==> config.mk <==
export PLATFORM = sky130hd
export DESIGN_NAME = usb_tx_bit_timer
export DESIGN_NICKNAME = d
export VERILOG_FILES = /design/src/rtl/usb_tx_pkg.sv /design/src/rtl/tx_phase_counter.sv /design/src/rtl/usb_tx_bit_timer.sv
export SDC_FILE = /design/constraint.sdc
export NUM_CORES = 1
export LEC_CHECK = 0
export ABC_CLOCK_PERIOD_IN_PS = 4500
export BUFFER_PORTS_ARGS = -buffer_cell sky130_fd_sc_hd__clkbuf_2
export CAP_MARGIN = 10
export CORE_MARGIN = 2
export CORE_UTILIZATION = 35
export CTS_CLUSTER_DIAMETER = 150
export DETAILED_ROUTE_END_ITERATION = 8
export GPL_ROUTABILITY_DRIVEN = 0
export PLACE_DENSITY = 0.52
export SLEW_MARGIN = 20
export SYNTH_ARGS = -nofsm -noshare
export SYNTH_HDL_FRONTEND = slang
export SYNTH_HIERARCHICAL = 1
export SYNTH_SLANG_ARGS = --single-unit
export TNS_END_PERCENT = 100
==> constraint.sdc <==
create_clock -name clk -period 4.5 [get_ports clk]
set_input_delay 0.9 -clock clk [delete_from_list [all_inputs] [get_ports clk]]
set_output_delay 0.9 -clock clk [all_outputs]
set_load 0.05 [all_outputs]
==> src/rtl/usb_tx_pkg.sv <==
// Shared types and default timing constants for the USB transmit bit timer.
package usb_tx_pkg;

  localparam int unsigned USB_TX_CLK_DIV       = 25;
  localparam int unsigned USB_TX_BITS_PER_BYTE = 8;
  localparam int unsigned USB_TX_EOP_BITS      = 2;

  typedef enum logic [1:0] {
    StIdle  = 2'd0,
    StData  = 2'd1,
    StStuff = 2'd2,
    StEop   = 2'd3
  } tx_timer_state_t;

endpackage

==> src/rtl/tx_phase_counter.sv <==
// Bit-period phase counter: counts 0..CLK_DIV-1 while enabled, wraps to 0.
// wrap is high in the final cycle of a period (phase at max and enable high).
module tx_phase_counter #(
  parameter int unsigned CLK_DIV = 25,
  parameter int unsigned PHASE_W = $clog2(CLK_DIV)
) (
  input  logic               clk,
  input  logic               rst,
  input  logic               clear,
  input  logic               enable,
  output logic [PHASE_W-1:0] phase,
  output logic               wrap
);

  localparam logic [PHASE_W-1:0] PhaseMax = PHASE_W'(CLK_DIV - 1);

  logic [PHASE_W-1:0] phase_q, phase_d;

  assign phase = phase_q;
  assign wrap  = enable && (phase_q == PhaseMax);

  // Next phase: clear wins, otherwise advance/wrap only when enabled.
  always_comb begin
    phase_d = phase_q;
    if (clear) begin
      phase_d = '0;
    end else if (enable) begin
      phase_d = wrap ? '0 : phase_q + PHASE_W'(1);
    end
  end

  // Phase register with synchronous reset.
  always_ff @(posedge clk) begin
    if (rst) begin
      phase_q <= '0;
    end else begin
      phase_q <= phase_d;
    end
  end

endmodule

==> src/rtl/usb_tx_bit_timer.sv <==
// USB TX bit/byte/packet timing engine: sequences DATA, STUFF and EOP bit
// periods and emits strobes for the encoder/shifter.
// Optional: define USB_TX_TIMER_MID_STROBE_EN to build the mid-bit strobe;
// otherwise mid_strobe is tied low.
module usb_tx_bit_timer
  import usb_tx_pkg::*;
#(
  parameter int unsigned CLK_DIV       = USB_TX_CLK_DIV,
  parameter int unsigned BITS_PER_BYTE = USB_TX_BITS_PER_BYTE,
  parameter int unsigned SIZE_W        = 7,
  parameter int unsigned EOP_BITS      = USB_TX_EOP_BITS
) (
  input  logic                             clk,
  input  logic                             rst,
  input  logic                             clear,
  input  logic                             enable,
  input  logic                             start,
  input  logic [SIZE_W-1:0]                packet_size,
  input  logic                             stuff_req,
  output logic                             busy,
  output logic                             bit_strobe,
  output logic                             byte_done,
  output logic                             packet_done,
  output logic                             stuff_slot,
  output logic                             eop_active,
  output logic                             eop_done,
  output logic                             mid_strobe,
  output logic [$clog2(BITS_PER_BYTE)-1:0] bit_idx,
  output logic [SIZE_W-1:0]                byte_idx
);

  localparam int unsigned PhaseW = $clog2(CLK_DIV);
  localparam int unsigned BitW   = $clog2(BITS_PER_BYTE);
  localparam int unsigned EopW   = (EOP_BITS > 1) ? $clog2(EOP_BITS) : 1;

  localparam logic [BitW-1:0] BitMax = BitW'(BITS_PER_BYTE - 1);
  localparam logic [EopW-1:0] EopMax = EopW'(EOP_BITS - 1);

  tx_timer_state_t   state_q, state_d;
  logic [BitW-1:0]   bit_idx_q, bit_idx_d;
  logic [SIZE_W-1:0] byte_idx_q, byte_idx_d;
  logic [SIZE_W-1:0] size_q, size_d;
  logic [EopW-1:0]   eop_cnt_q, eop_cnt_d;
  // Remembers that packet_done already fired, so a trailing STUFF goes to EOP.
  logic              pkt_done_q, pkt_done_d;

  logic              cnt_en;
  logic              wrap;
  logic [PhaseW-1:0] phase;
  logic              byte_end, last_byte, eop_end;

  assign cnt_en = enable && (state_q != StIdle);

  tx_phase_counter #(
    .CLK_DIV (CLK_DIV),
    .PHASE_W (PhaseW)
  ) u_phase (
    .clk    (clk),
    .rst    (rst),
    .clear  (clear),
    .enable (cnt_en),
    .phase  (phase),
    .wrap   (wrap)
  );

  // Next-state, counter updates and internal event decode.
  always_comb begin
    state_d    = state_q;
    bit_idx_d  = bit_idx_q;
    byte_idx_d = byte_idx_q;
    size_d     = size_q;
    eop_cnt_d  = eop_cnt_q;
    pkt_done_d = pkt_done_q;
    byte_end   = 1'b0;
    last_byte  = 1'b0;
    eop_end    = 1'b0;

    if (clear) begin
      state_d    = StIdle;
      bit_idx_d  = '0;
      byte_idx_d = '0;
      size_d     = '0;
      eop_cnt_d  = '0;
      pkt_done_d = 1'b0;
    end else begin
      unique case (state_q)
        StIdle: begin
          if (start) begin
            size_d     = packet_size;
            bit_idx_d  = '0;
            byte_idx_d = '0;
            eop_cnt_d  = '0;
            pkt_done_d = 1'b0;
            state_d    = (packet_size == '0) ? StEop : StData;
          end
        end
        StData: begin
          if (wrap) begin
            if (bit_idx_q == BitMax) begin
              byte_end  = 1'b1;
              bit_idx_d = '0;
              if (byte_idx_q == size_q - SIZE_W'(1)) begin
                last_byte  = 1'b1;
                pkt_done_d = 1'b1;
                byte_idx_d = '0;
              end else begin
                byte_idx_d = byte_idx_q + SIZE_W'(1);
              end
            end else begin
              bit_idx_d = bit_idx_q + BitW'(1);
            end
            if (stuff_req) begin
              state_d = StStuff;
            end else if (last_byte) begin
              state_d = StEop;
            end
          end
        end
        StStuff: begin
          if (wrap) begin
            state_d = pkt_done_q ? StEop : StData;
          end
        end
        StEop: begin
          if (wrap) begin
            if (eop_cnt_q == EopMax) begin
              eop_end   = 1'b1;
              eop_cnt_d = '0;
              state_d   = StIdle;
            end else begin
              eop_cnt_d = eop_cnt_q + EopW'(1);
            end
          end
        end
        default: state_d = StIdle;
      endcase
    end
  end

  // State and counter registers with synchronous reset.
  always_ff @(posedge clk) begin
    if (rst) begin
      state_q    <= StIdle;
      bit_idx_q  <= '0;
      byte_idx_q <= '0;
      size_q     <= '0;
      eop_cnt_q  <= '0;
      pkt_done_q <= 1'b0;
    end else begin
      state_q    <= state_d;
      bit_idx_q  <= bit_idx_d;
      byte_idx_q <= byte_idx_d;
      size_q     <= size_d;
      eop_cnt_q  <= eop_cnt_d;
      pkt_done_q <= pkt_done_d;
    end
  end

  // Output decode; pulses are suppressed in a reset or clear cycle.
  always_comb begin
    busy        = (state_q != StIdle);
    stuff_slot  = (state_q == StStuff);
    eop_active  = (state_q == StEop);
    bit_strobe  = wrap && !clear && !rst;
    byte_done   = byte_end && !rst;
    packet_done = last_byte && !rst;
    eop_done    = eop_end && !rst;
    bit_idx     = bit_idx_q;
    byte_idx    = byte_idx_q;
  end

`ifdef USB_TX_TIMER_MID_STROBE_EN
  localparam logic [PhaseW-1:0] MidPhase = PhaseW'(CLK_DIV / 2 - 1);
  assign mid_strobe = cnt_en && (phase == MidPhase) && !clear && !rst;
`else
  logic unused_phase;
  assign unused_phase = ^phase;
  assign mid_strobe   = 1'b0;
`endif

endmodule
==> results of run 1 <==
synth_stat cells, drive strengths merged, types with 5 or more instances:
cell type / n / area share
a211oi: 5 / 0.024
a21oi: 16 / 0.051
ha: 6 / 0.047
nor3: 6 / 0.019
xor2: 10 / 0.055
o21ai: 5 / 0.016
nand2: 27 / 0.064
nand4: 9 / 0.036
inv: 10 / 0.024
dfxtp: 26 / 0.33
xnor2: 6 / 0.033
nor2: 19 / 0.045
clkbuf: 9 / 0.021
worst register-to-register path, stage by stage, from the launching register on:
cell and delay (ps):
dfxtp_1 530, nor2_1 170, nor2b_1 390, inv_1 130, nor2_1 120, buf_4 170
nand3_1 110, a21oi_1 560, buf_4 270, nand4_1 120, xnor2_1 160, a211oi_1 150
worst paths after layout:
check | endpoint | start | cells past startpoint | slack (ps)
worst min-delay path | size_q[5]$_SDFFE_PP0P_ | size_q[5]$_SDFFE_PP0P_ | 2 | 480
worst max-delay path | packet_done | size_q[2]$_SDFFE_PP0P_ | 7 | 780
worst min register to register | size_q[5]$_SDFFE_PP0P_ | size_q[5]$_SDFFE_PP0P_ | 2 | 480
worst max register to register | byte_idx[5]$_SDFFE_PP0P_ | state_q[0]$_SDFFE_PP0P_ | 11 | 1550
cell usage in the layout, fill, tap and decap left out, drive strengths merged, types with 2 or more instances in the layout:
cell	count
xnor2	6
nor4	2
and2	3
nor3	6
nand4	9
nor2	19
or2	2
nand3	4
clkbuf	33
inv	10
a31oi	3
buf	2
a211oi	5
o2111ai	2
a21oi	16
o21ai	5
nand2b	4
mux2i	4
or3	2
ha	6
xor2	10
o211ai	2
and3	3
nand2	27
dfxtp	26
cell type report:
class,instances,area [sq um]
fill,441,2545
clock buffer,4,55.05
sequential,26,520.5
inverter,10,37.54
timing repair buffer,31,160.2
tap,52,65.06
multi-input combinational,156,970.9
cell families (layout without fill, tap and decap cells):
logic type      Yosys count  in the layout  share of synthesized area
flops                    26             26                     0.3291
mux                       4              4                    0.02532
compound gates           43             43                     0.1772
buf+inv                  21             45                    0.05696
other cells               1              1                   0.002371
fa+ha+maj                 6              6                    0.04747
simple gates             85             85                     0.2587
xor+xnor                 17             17                     0.1028
through the flow:
step                hold slack (ps)  instances
floorplan                     448.9        203
global placement              466.7        275
detailed placement            468.7        275
CTS                           483.3        279
global route                  524.0        279
finish                        482.1        279
report_power, final:
part           leakage [nW]  switching, mW  total, mW  internal, mW
logic                 0.491         0.0380     0.0607        0.0227
registers             0.210        0.00538      0.239         0.233
clock network        0.0288         0.0739      0.152        0.0782
total                 0.730          0.117      0.452         0.334
per-layer routing:
| layer | vias to the layer above | routed length (um) | GRT usage |
|---|---|---|---|
| li1 | 757 | - | - |
| met1 | 653 | 1905 | 0.2191 |
| met2 | 29 | 1516 | 0.2356 |
| met3 | 5 | 178 | 0.02532 |
| met4 | 0 | 48 | 0.05031 |
| met5 | - | 0 | 0 |
sequential cells by signal, summed over array words and instances (netlist names):
register       flops
bit_idx            3
pkt_done_q         1
state_q            2
u_phase/phase      5
eop_cnt_q          1
size_q             7
byte_idx           7
==> impl_results.md, run 1 <==
* Crit path DAT at 2820 ps
* Worst slew margin at 0.5798
* Top delay family on crit path: simple AND/OR/NAND/NOR gates
* Fmax at 0.2688 GHz
* DR vias at 1444
* WP data required at 3600 ps
* Die height at 71.22 um
* Max IR drop VDD at 0.1002 mV
* Time the worst path needs with I/O delays and setup at 3720 ps
* Via/cell ratio at 5.176
* Grt ovf at 0
* Area after DPL at 0.001754 sq mm
* Setup crit end kind: output port
* Async S/R FF share, synth at 0
* Global-route wire length before repair at 6292 um
* Max stage delay on crit path at 530 ps
* Setup ws final at 780.0 ps
* Number of diodes at 0
* Syn_nets at 222
* Crit path launch type: flip-flop
* Max-cap violations at 0
* Register area share after synthesis at 0.3291
* Initial Util at 0.3632
* Final Hold Fails at 0
* # setup viols final at 0
* DRT Pass-1 Iters at 4
* Die area at 0.005072 sq mm
* Htree depth at 1
* Leak at 0.7301 nW
* Cell Chain, Critical Path: or3_1, or4_1, a31oi_1, a31oi_1, nor2_1, and2_1, clkbuf_2
* Netlist cell types at 43
* Post-Route Utilization at 0.4155
* Vias in the first global route at 1362
* Average routed wire per standard cell at 13.08 um
* Nets at 247
* Syn-to-layout area delta at 14.40%
* Most frequent CP cell: a31oi_1
* Share of cells above drive strength 1 at 0.1718
* Post-Layout Inst Area at 0.001809 sq mm
* Die Wd at 71.22 um
* DPL Wire Length at 2815 um
* TritonCTS buffer count at 3
* Mapped Area at 0.001582 sq mm
* Final total power at 0.4516 mW
* Main synth FF type: dfxtp_1
* Avg Cell Area, Syn at 7.791 sq um
* Clk slew on worst S/H paths at 90 ps
* Setup TNS Final at 0 ps
* Core area at 0.004354 sq mm
* Clk_skew at 3.790 ps
* Worst skew pair latency at 270 ps
* Pre-CTS WS at 1070 ps
* Initial antenna violation count at 0
* Run status: complete, no violations
* #FFs+latches synth at 26
* Pwr/cell area at 249.6 mW/mm^2
* DRC at 0
* RSZ-0062 raised after global routing: no
* Post-cts resize count at 0
* Critical path's slowest cell: or4_1
* # rows at 24
* Setup Fix Bufs, Post-CTS at 0
* Final Cycle Share at 0.8267
* Iteration-0 DRC Markers at 77
* I/O Buffers at 29
* Critical path buffers and inverters at 1
* Synth Instances at 203
* Root Driver: clkbuf_8
* TritonCTS clock tree: built
* Max Fanout on Critical Path at 8
* DRT antenna net count at 0
* Worst Hold Class: flip-flop to flip-flop
* CTS Sinks at 26
* EDFF count, synth at 0
* Total wire length at 3648 um
* CP Class: flip-flop to output port
* Slew Viols, Final at 0
* Synthesis Warnings at 6
* GRT Util Overall at 0.1532
* Ports at 31
* Largest net degree at the start of global routing at 16
* Slew @ Worst Pin at 630.4 ps
* Max Buffers Root-to-Sink at 2
* Hold_buf cts at 0
(Power assumes the default switching activity.)
==> run 2, diff against run 1 <==
--- a/config.mk
+++ b/config.mk
@@ -5,7 +5,8 @@
 export SDC_FILE = /design/constraint.sdc
 export NUM_CORES = 1
 export LEC_CHECK = 0
-export ABC_CLOCK_PERIOD_IN_PS = 4500
+export ABC_AREA = 1
+export ABC_CLOCK_PERIOD_IN_PS = 3900
 export BUFFER_PORTS_ARGS = -buffer_cell sky130_fd_sc_hd__clkbuf_2
 export CAP_MARGIN = 10
 export CORE_MARGIN = 2
==> constraint.sdc (replaced) <==
create_clock -name clk -period 3.9 [get_ports clk]
set_input_delay 0.78 -clock clk [delete_from_list [all_inputs] [get_ports clk]]
set_output_delay 0.78 -clock clk [all_outputs]
set_load 0.05 [all_outputs]
==> impl_results.md, run 2 <==
* Die Wd at 70.93 um
* Max Buffers Root-to-Sink at 2
* Clk slew on worst S/H paths at 90 ps
* Run status: complete, no violations
* Setup Fix Bufs, Post-CTS at 0
* CTS Sinks at 26
* RSZ-0062 raised after global routing: no
* Commonest non-fill, non-tap cells in the layout: nand2_1 (51), inv_1 (35), nor2_1 (33), clkbuf_2 (29), dfxtp_1 (26)
* Area after DPL at 0.001770 sq mm
* Pre-CTS WS at 942.9 ps
* DPL Wire Length at 2685 um
* Register area share after synthesis at 0.3320
* Total wire length at 3476 um
* GRT met3 Usage at 0.03704
* Filler instances at 479
* Setup crit start: state_q[1]$_SDFFE_PP0P_
* Die height at 70.93 um
* DRT antenna net count at 0
* Pwr/cell area at 299.7 mW/mm^2
* Synthesis Warnings at 6
* Synth top area cells: dfxtp_1 (33%), nand2_1 (12%), inv_1 (8.4%)
* TritonCTS buffer count at 3
* # setup viols final at 0
* Final Cycle Share at 0.7726
* Crit path DAT at 2230 ps
* Leak at 0.8428 nW
* Count leader, synth: nand2_1
* Root Driver: clkbuf_8
* Die area at 0.005030 sq mm
* R2R Path End: byte_idx[6]$_SDFFE_PP0P_
* Largest net degree at the start of global routing at 17
* Final Hold Fails at 0
* Avg Cell Area, Syn at 6.643 sq um
* Number of diodes at 0
* Via/cell ratio at 4.648
* Yosys top cell by area: dfxtp_1
* Sequential cell area at 520.5 sq um
* Worst skew pair latency at 270 ps
* Post-Layout Inst Area at 0.001812 sq mm
* Crit path launch type: flip-flop
* Layout Cells excl Fill at 318
* Setup ws final at 886.9 ps
* Max IR drop VDD at 0.2263 mV
* DRC at 0
* Synth top cells by count: nand2_1 (51), inv_1 (35), nor2_1 (33), dfxtp_1 (26), a21oi_1 (18)
* Htree depth at 1
* Share of cells above drive strength 1 at 0.1805
* Fmax at 0.3319 GHz
* Hold_buf cts at 0
* DRT Pass-1 Iters at 4
* Slew Viols, Final at 0
* Commonest non-fill, non-tap cell in the layout: nand2_1
* Clk_skew at 1.732 ps
* Core area at 0.004324 sq mm
* # rows at 24
* Netlist cell types at 28
* Initial antenna violation count at 0
* Max Fanout on Critical Path at 7
* Ports at 31
* Yosys top cell area share at 0.3320
* Syn_nets at 255
* Synth Instances at 236
* Max-cap violations at 0
* Final total power at 0.5429 mW
* WP data required at 3120 ps
* GRT Util Overall at 0.1449
* R2R Setup Slk at 1550 ps
* Grt met2 use at 0.2513
* TritonCTS clock tree: built
* I/O Buffers at 29
* Async S/R FF share, synth at 0
* Layer with the highest usage: met2
* M1 GR Usage at 0.1840
* Time the worst path needs with I/O delays and setup at 3013 ps
* CP endpoint: eop_done
* Vias in the first global route at 1382
* Area of the multi-input gates at 884.6 sq um
* Grt ovf at 0
* Initial Util at 0.3626
* Nets at 287
* Mapped Area at 0.001568 sq mm
* Syn-to-layout area delta at 15.56%
* DR vias at 1478
* RR Startpoint: state_q[1]$_SDFFE_PP0P_
* Main synth FF type: dfxtp_1
* CP Class: flip-flop to output port
* Global-route wire length before repair at 5947 um
* EDFF count, synth at 0
* Post-cts resize count at 0
* Placed Cells at 315
* Setup TNS Final at 0 ps
* FF-to-FF path depth at 15
* Setup crit end kind: output port
* Iteration-0 DRC Markers at 44
* Average routed wire per standard cell at 10.93 um
* #FFs+latches synth at 26
* Worst Hold Class: flip-flop to flip-flop
==> run 2: cell count changes in the layout (fill, tap and decap cells not counted), sizes merged, moves of 5 or more <==
cell / previous run / this run
xnor2: 6 / 1
nand4: 9 / 2
o21ai: 5 / 14
nand2: 27 / 55
nand3: 4 / 17
nor2: 19 / 38
inv: 10 / 38
==> run 2: cell type report <==
type                    instances  area share
well taps                      52     0.03591
flip-flops and latches         26      0.2873
repair buffers                 30     0.08425
clock buffers                   3     0.02279
multi-input cells             169      0.4883
inverters                      38     0.08149
==> run 2: layer usage <==
layer | vias to the layer above | share of wire
li1 | 808 | -
met1 | 642 | 0.49
met2 | 26 | 0.47
met3 | 2 | 0.039
met4 | 0 | 0.0049
met5 | - | 0
==> run 2: cells by family after synthesis <==
group | after synthesis | synth area share
and+or+nand+nor | 119 | 0.3480
buffers and inverters | 41 | 0.1038
AOI/OAI and AO/OA | 35 | 0.1213
DFF | 26 | 0.3320
xor gates and xnor gates | 8 | 0.04469
adders and majority gates | 6 | 0.04788
other | 1 | 0.002392
==> run 2: worst max-delay path, stage by stage (launching register included) <==
cell and delay (ps):
dfxtp_1 500, nor2_2 140, nor2_1 250, nand2_1 90
inv_1 70, nand3_2 100, inv_1 160, inv_1 80
nor4_1 250, clkbuf_2 320
==> run 2: stage by stage <==
step                hold WS [ps]  utilization
detailed placement         454.9       0.4094
global route               501.3       0.4190
global placement           447.1       0.4094
floorplan                  426.5            -
finish                     467.3       0.4190
CTS                        469.7       0.4190
==> run 2: power by group <==
part | internal [mW] | switching (mW)
Sequential | 0.273 | 0.00760
Combinational | 0.0340 | 0.0731
Clock | 0.0693 | 0.0857
==> run 2: how the worst min path moves through the flow <==
stage	from	end	slack [ps]	cells past startpoint
after global routing	pkt_done_q$_SDFFE_PP0P_	pkt_done_q$_SDFFE_PP0P_	500	2
after floorplan	pkt_done_q$_SDFFE_PP0P_	pkt_done_q$_SDFFE_PP0P_	430	2
after global placement	pkt_done_q$_SDFFE_PP0P_	pkt_done_q$_SDFFE_PP0P_	450	2
after detailed placement	pkt_done_q$_SDFFE_PP0P_	pkt_done_q$_SDFFE_PP0P_	450	2
final	pkt_done_q$_SDFFE_PP0P_	pkt_done_q$_SDFFE_PP0P_	470	2
after CTS	pkt_done_q$_SDFFE_PP0P_	pkt_done_q$_SDFFE_PP0P_	470	2
==> run 3, diff against run 2 <==
--- a/config.mk
+++ b/config.mk
@@ -6,7 +6,7 @@
 export NUM_CORES = 1
 export LEC_CHECK = 0
 export ABC_AREA = 1
-export ABC_CLOCK_PERIOD_IN_PS = 3900
+export ABC_CLOCK_PERIOD_IN_PS = 2950
 export BUFFER_PORTS_ARGS = -buffer_cell sky130_fd_sc_hd__clkbuf_2
 export CAP_MARGIN = 10
 export CORE_MARGIN = 2
==> constraint.sdc (replaced) <==
create_clock -name clk -period 2.95 [get_ports clk]
set_input_delay 0.59 -clock clk [delete_from_list [all_inputs] [get_ports clk]]
set_output_delay 0.59 -clock clk [all_outputs]
set_load 0.05 [all_outputs]
==> impl_results.md, run 3 (same netlist as run 2, synthesis figures left out) <==
* Run status: complete, no violations
* Setup crit end kind: output port
* RSZ-0062 raised after global routing: no
* Die height at 70.93 um
* Max IR drop VDD at 0.2129 mV
* Core area at 0.004324 sq mm
* Die Wd at 70.93 um
* Number of diodes at 0
* Final total power at 0.7547 mW
* DRT Pass-1 Iters at 4
* Worst Hold Class: flip-flop to flip-flop
* Grt ovf at 0
* Crit path launch type: flip-flop
* Final Hold Fails at 0
* DRT antenna net count at 0
* I/O Buffers at 29
* Pwr/cell area at 410.0 mW/mm^2
* Htree depth at 1
* DR vias at 1490
* Setup TNS Final at 0 ps
* Max Fanout on Critical Path at 5
* Fmax at 0.3672 GHz
* Iteration-0 DRC Markers at 57
* TritonCTS clock tree: built
* GRT Util Overall at 0.1540
* Ports at 31
* # setup viols final at 0
* Setup crit start: size_q[0]$_SDFFE_PP0P_
* # rows at 24
* Largest net degree at the start of global routing at 17
* RR Startpoint: state_q[1]$_SDFFE_PP0P_
* Crit path DAT at 2130 ps
* Hold Startpoint: pkt_done_q$_SDFFE_PP0P_
* DRC at 0
* Max stage delay on crit path at 340 ps
* Top delay family on crit path: simple AND/OR/NAND/NOR gates
* Hold_buf cts at 0
* Max-cap violations at 0
* CP Class: flip-flop to output port
* Average routed wire per standard cell at 10.96 um
* Commonest non-fill, non-tap cells in the layout: nand2_1 (51), inv_1 (35), nor2_1 (32), clkbuf_2 (29), dfxtp_1 (26)
* Setup ws final at 226.5 ps
* Share of cells above drive strength 1 at 0.1948
* Leak at 0.8499 nW
* Vias in the first global route at 1451
* Commonest non-fill, non-tap cell in the layout: nand2_1
* Critical path's slowest cell: dfxtp_1
* Critical path buffers and inverters at 4
* Global-route wire length before repair at 6327 um
* Slew Viols, Final at 0
* Cell Chain, Critical Path: inv_1, ha_1, nand2_1, inv_1, nor2_1, nand2_1, nor2_1, nand3_1, nor2_1, inv_1, nor4_2, clkbuf_2
* DPL Wire Length at 2793 um
* R2R Setup Slk at 710 ps
* Max Buffers Root-to-Sink at 2
* Die area at 0.005030 sq mm
* Worst skew pair latency at 280 ps
* Initial antenna violation count at 0
* Clk_skew at 3.874 ps
* Time the worst path needs with I/O delays and setup at 2724 ps
* Pre-CTS WS at 362.8 ps
* CTS Sinks at 26
* Clk slew on worst S/H paths at 100 ps
* Total wire length at 3496 um
* Root Driver: clkbuf_8
* Final Cycle Share at 0.9232
* Initial Util at 0.3626
* Nets at 287
* WP data required at 2360 ps
* Syn-to-layout area delta at 17.40%
* TritonCTS buffer count at 3
* Via/cell ratio at 4.671
## run 3: timing repair
item                       4_1_cts  5_1_grt
setup endpoints to repair        0        3
buffers inserted                 0        0
gates resized for setup          0        1
## run 3: area by class of cell
class / instances / area [sq um]
well taps: 52 / 65.06
clock buffers: 4 / 55.05
flip-flops and latches: 26 / 520.5
fillers: 488 / 2484
repair buffers: 30 / 152.6
inverters: 38 / 147.6
multi-input cells: 169 / 899.6
## run 3: tightest hold or removal path, delay by kind of cell, from the launching register on
family | cells | cell delay, ps
flops | 1 | 330
compound gates | 1 | 60
buf+inv | 1 | 50
## run 3: final timing paths
path,end,depth (start not counted)
max,packet_done,12
min,pkt_done_q$_SDFFE_PP0P_,2
max reg2reg,byte_idx[6]$_SDFFE_PP0P_,15
min reg2reg,pkt_done_q$_SDFFE_PP0P_,2
## run 3: metal layers
metal / part of all wire / global-route usage / vias up
met4: 0.0072 / 0.03145 / 0
met3: 0.029 / 0.02991 / 2
li1: - / - / 809
met2: 0.50 / 0.2835 / 18
met5: 0 / 0 / -
met1: 0.46 / 0.1857 / 661
## run 3: through the flow
stage	std cells	hold slack [ps]	utilization	cell area, sq um
2_1_floorplan	236	426.5	-	1580
3_3_place_gp	315	453.8	0.4123	1783
3_5_place_dp	315	460.5	0.4123	1783
4_1_cts	319	474.7	0.4251	1838
5_1_grt	319	490.8	0.4256	1841
6_report	319	473.8	0.4256	1841
## run 3: where the power goes
part           internal [mW]  switching, mW  total [mW]
clock                  0.120          0.122       0.241
combinational         0.0450         0.0975       0.142
sequential             0.361        0.00974       0.371
total                  0.526          0.229       0.755
